## src/rtl/apb_master.sv

```systemverilog
// APB initiator: single-beat commands in, SETUP/ACCESS transfers out,
// one-cycle response pulse with read data, slave error or timeout.
module apb_master #(
  parameter int ADDR_WIDTH = 7,
  parameter int DATA_WIDTH = 32,
  parameter int TIMEOUT    = 16
) (
  input  logic                  clk,
  input  logic                  res,
  input  logic                  cmd_valid,
  output logic                  cmd_ready,
  input  logic                  cmd_write,
  input  logic [ADDR_WIDTH-1:0] cmd_addr,
  input  logic [DATA_WIDTH-1:0] cmd_wdata,
  output logic                  psel,
  output logic                  penable,
  output logic                  pwrite,
  output logic [ADDR_WIDTH-1:0] paddr,
  output logic [DATA_WIDTH-1:0] pwdata,
  input  logic [DATA_WIDTH-1:0] prdata,
  input  logic                  pready,
  input  logic                  pslverr,
  output logic                  rsp_valid,
  output logic [DATA_WIDTH-1:0] rsp_rdata,
  output logic                  rsp_err
);

  typedef enum logic [1:0] {
    IDLE,
    SETUP,
    ACCESS
  } state_t;

  // last wait count that may still see pready; one more low sample aborts
  localparam logic [7:0] WAIT_LAST = 8'(TIMEOUT - 1);

  state_t     state;
  state_t     state_d;
  logic [7:0] wait_cnt;
  logic       accept;
  logic       done;
  logic       abort;

  always_comb begin
    state_d = state;
    accept  = 1'b0;
    done    = 1'b0;
    abort   = 1'b0;
    unique case (state)
      IDLE: begin
        if (cmd_valid && cmd_ready) begin
          accept  = 1'b1;
          state_d = SETUP;
        end
      end
      SETUP: begin
        state_d = ACCESS;
      end
      ACCESS: begin
        if (pready) begin
          done    = 1'b1;
          state_d = IDLE;
        end else if (wait_cnt >= WAIT_LAST) begin
          abort   = 1'b1;
          state_d = IDLE;
        end
      end
      default: begin
        state_d = IDLE;
      end
    endcase
  end

  always_ff @(posedge clk) begin
    if (!res) begin
      state     <= IDLE;
      cmd_ready <= 1'b0;
      psel      <= 1'b0;
      penable   <= 1'b0;
      pwrite    <= 1'b0;
      paddr     <= '0;
      pwdata    <= '0;
      wait_cnt  <= '0;
      rsp_valid <= 1'b0;
      rsp_rdata <= '0;
      rsp_err   <= 1'b0;
    end else begin
      state     <= state_d;
      cmd_ready <= (state_d == IDLE);
      psel      <= (state_d != IDLE);
      penable   <= (state_d == ACCESS);
      if (accept) begin
        pwrite <= cmd_write;
        paddr  <= cmd_addr;
        pwdata <= cmd_write ? cmd_wdata : '0;
      end
      if (state != ACCESS) begin
        wait_cnt <= '0;
      end else if (!pready && wait_cnt != 8'hFF) begin
        wait_cnt <= wait_cnt + 8'd1;
      end
      rsp_valid <= done || abort;
      rsp_rdata <= (done && !pwrite) ? prdata : '0;
      rsp_err   <= done ? pslverr : abort;
    end
  end

endmodule
```

## config.mk

```make
export PLATFORM = sky130hd
export DESIGN_NAME = apb_master
export DESIGN_NICKNAME = d
export VERILOG_FILES = /design/src/rtl/apb_master.sv
export SDC_FILE = /design/constraint.sdc
export NUM_CORES = 1
export LEC_CHECK = 0
export ABC_AREA = 1
export BUFFER_PORTS_ARGS = -buffer_cell sky130_fd_sc_hd__buf_2
export CAP_MARGIN = 10
export CORE_MARGIN = 2
export CORE_UTILIZATION = 35
export CTS_BUF_LIST = sky130_fd_sc_hd__clkbuf_8 sky130_fd_sc_hd__clkbuf_16
export DETAILED_ROUTE_END_ITERATION = 7
export PLACE_DENSITY = 0.69
export SYNTH_ARGS = -nofsm -noshare
export SYNTH_HDL_FRONTEND = slang
export SYNTH_SLANG_ARGS = --single-unit
```

## constraint.sdc

```tcl
create_clock -name clk -period 2.2 [get_ports clk]
set_clock_uncertainty 0.15 [all_clocks]
set_input_delay 0 -clock clk [delete_from_list [all_inputs] [get_ports clk]]
set_output_delay 0 -clock clk [all_outputs]
set_load 0.05 [all_outputs]
```

==> run metrics <==
Avg Cell Area, Syn=8.23 µm²; die area=9590 µm²; number of buffers and inverters on the critical path=1; pin count of the biggest net entering global routing=41; post-CTS sizing=0; Worst Tran Pin Value=0.625 ns; placed cell area=3890 µm²; YS warnings=0; critical path's top delay family=simple AND/OR/NAND/NOR gates; RSZ-0062 raised after global routing=no; Multi-input gate area=1040 µm²; pwr/cell area=687 nW/µm²; CP Launch Type=register; Final period util=0.902; share of cells above drive strength 1=0.310; setup repair bufs after CTS=0; R2R cell count=8; root buf cell=clkbuf_8; clock buffer depth=2; row cnt=34; P&R area growth vs syn=61.0%; all-layer global routing usage=0.185; Layout Cell Area excl Fill=4970 µm²; n_diodes=0; Post-synth EDFFs=0; number of port buffers=153; Starting Density=0.357; Layout Nets=683; first-pass GRT wire length=14500 µm; Leak Pwr=0.00263 µW; initial antenna violation count=0; Crit path largest cell delay=0.54 ns; Detailed Route Iter0 Violations=67; detailed placement HPWL=5120 µm; syn nets=453; final WL=8900 µm; vias per cell=4.52; post-route ant nets=0; post-synthesis sequential area ratio=0.564; via count=3242; maximum operating frequency=0.504 GHz; area share of the largest cell type after synthesis=0.564; max_cap viols=0; CP Depth=8; worst vdd ir=0.340 mV; area of the mapped netlist=3090 µm²; relative slew slack=0.583; hold depth=3; Synth Flop Type=dfxtp_1; Synth Instances=375; Worst-path clk slew=0.09 ns; Placer Congestion=0.820; critical path cell sequence=ha_1 -> nand3_1 -> nand3_1 -> nor2_1 -> nand2_1 -> nand2_1 -> nor2_1 -> dlygate4sd3_1; worst-skew pair later-pin latency=0.35 ns; Fill cells=755; slowest CP cell=dlygate4sd3_1; final setup fails=0; Hold-fix buffers, CTS=83; core area=8640 µm²; WP data required=2.29 ns; Die Span Y=97.9 µm; H-tree Lvls=3; vias in the first global route=3197; Reg area=1740 µm²; FFs w/ async S/R, synth=0; Min-Delay Path Class=in -> reg; critical path class=reg -> reg; Die Wd=97.9 µm; outcome=complete, no violations; CTS buffer count=9; Commonest cells post-synth=dfxtp_1 (87), nand3_1 (78), nand2_1 (75); Sum Neg Setup Slack=0 ns; I/O pins=154; most frequent cell after synthesis=dfxtp_1; Final Hold Vio Count=0; Avg WL per Cell=12.4 µm; Worst EP arrival=2.08 ns; CTS tree=built; Tmin final=1.98 ns; register bit total from synthesis=87; largest area contributor in the netlist=dfxtp_1; Area contributors post-synth=dfxtp_1 (56%), nand3_1 (13%), nand2_1 (9.1%); drt pass-1 iters=4; crit end category=register; count of cell types in the netlist=22; residual DRC count=0; grt ovf=0; max-slew violations=0; Critical Path Fanout Max=4; Sink Count=87
state kept, by name (all words and copies together), names as in the netlist:
| name | count |
|---|---|
| pwdata | 32 |
| rsp_err | 1 |
| penable | 1 |
| rsp_valid | 1 |
| cmd_ready | 1 |
| psel | 1 |
| rsp_rdata | 32 |
| wait_cnt | 8 |
| pwrite | 1 |
| paddr | 7 |
| state | 2 |
tightest hold or removal path: cells and delay by family:
family | cells | cell delay, ns
buf+inv | 1 | 0.31
simple gates | 2 | 0.21
final cells by class:
cell class,count,area share
sequential,87,0.351
timing repair buffer,239,0.328
multi-input combinational,221,0.209
inverter,47,0.0358
clock buffer,10,0.0277
tap,108,0.0272
clock inverter,6,0.0219
routing by layer:
metal	global-route usage	wire length, µm
met1	0.208	3590
met5	0	0
met2	0.321	4270
met4	0.0897	250
met3	0.0523	788
worst paths after layout:
kind | from | to | slack (ns)
max | wait_cnt[0] | cmd_ready | 0.22
min | cmd_write | pwdata[8] | 0.06
max reg2reg | wait_cnt[0] | cmd_ready | 0.22
min reg2reg | paddr[4] | paddr[4] | 0.32
cells in the final DEF, fill, tap and decap left out:
| cell | n |
|---|---|
| nand3_4 | 1 |
| dlygate4sd3_1 | 83 |
| xor2_1 | 2 |
| nand2_2 | 2 |
| nand4_1 | 1 |
| buf_4 | 2 |
| clkinv_2 | 1 |
| clkbuf_8 | 10 |
| xnor2_1 | 1 |
| nor2_2 | 11 |
| nor2_1 | 36 |
| nand2_1 | 75 |
| nand3_2 | 1 |
| buf_12 | 1 |
| nand3_1 | 78 |
| clkinvlp_4 | 2 |
| dfxtp_1 | 87 |
| ha_1 | 1 |
| o21ai_0 | 3 |
| a21oi_1 | 6 |
| nor2_4 | 2 |
| inv_1 | 47 |
| bufinv_16 | 3 |
| o21a_1 | 1 |
| buf_2 | 153 |
where the power goes:
part	leakage, µW	total (µW)	internal, µW	switching [µW]
combinational	0.00180	461	194	267
clock	0.000120	1330	781	547
sequential	0.000704	1630	1610	17.6
kinds of logic after synthesis:
kind of cell	after synthesis	share of synthesized area
AND/OR/NAND/NOR	207	0.306
flip-flops	87	0.564
buffers and inverters	67	0.100
AO/OA/AOI/OAI	10	0.0170
XOR/XNOR	3	0.00851
adder cells (fa/ha/maj)	1	0.00405
per-stage QoR:
stage	instances	power (µW)	setup WS (ns)	util	hold WS [ns]
floorplan	375	1880	0.691	-	-0.0469
global placement	619	2000	0.745	0.451	0.0387
detailed placement	619	2010	0.673	0.451	0.0466
CTS	718	3450	0.204	0.575	0.0364
global route	718	3550	0.0871	0.575	0.0744
finish	718	3420	0.216	0.575	0.0581
(Power assumes the default switching activity.)
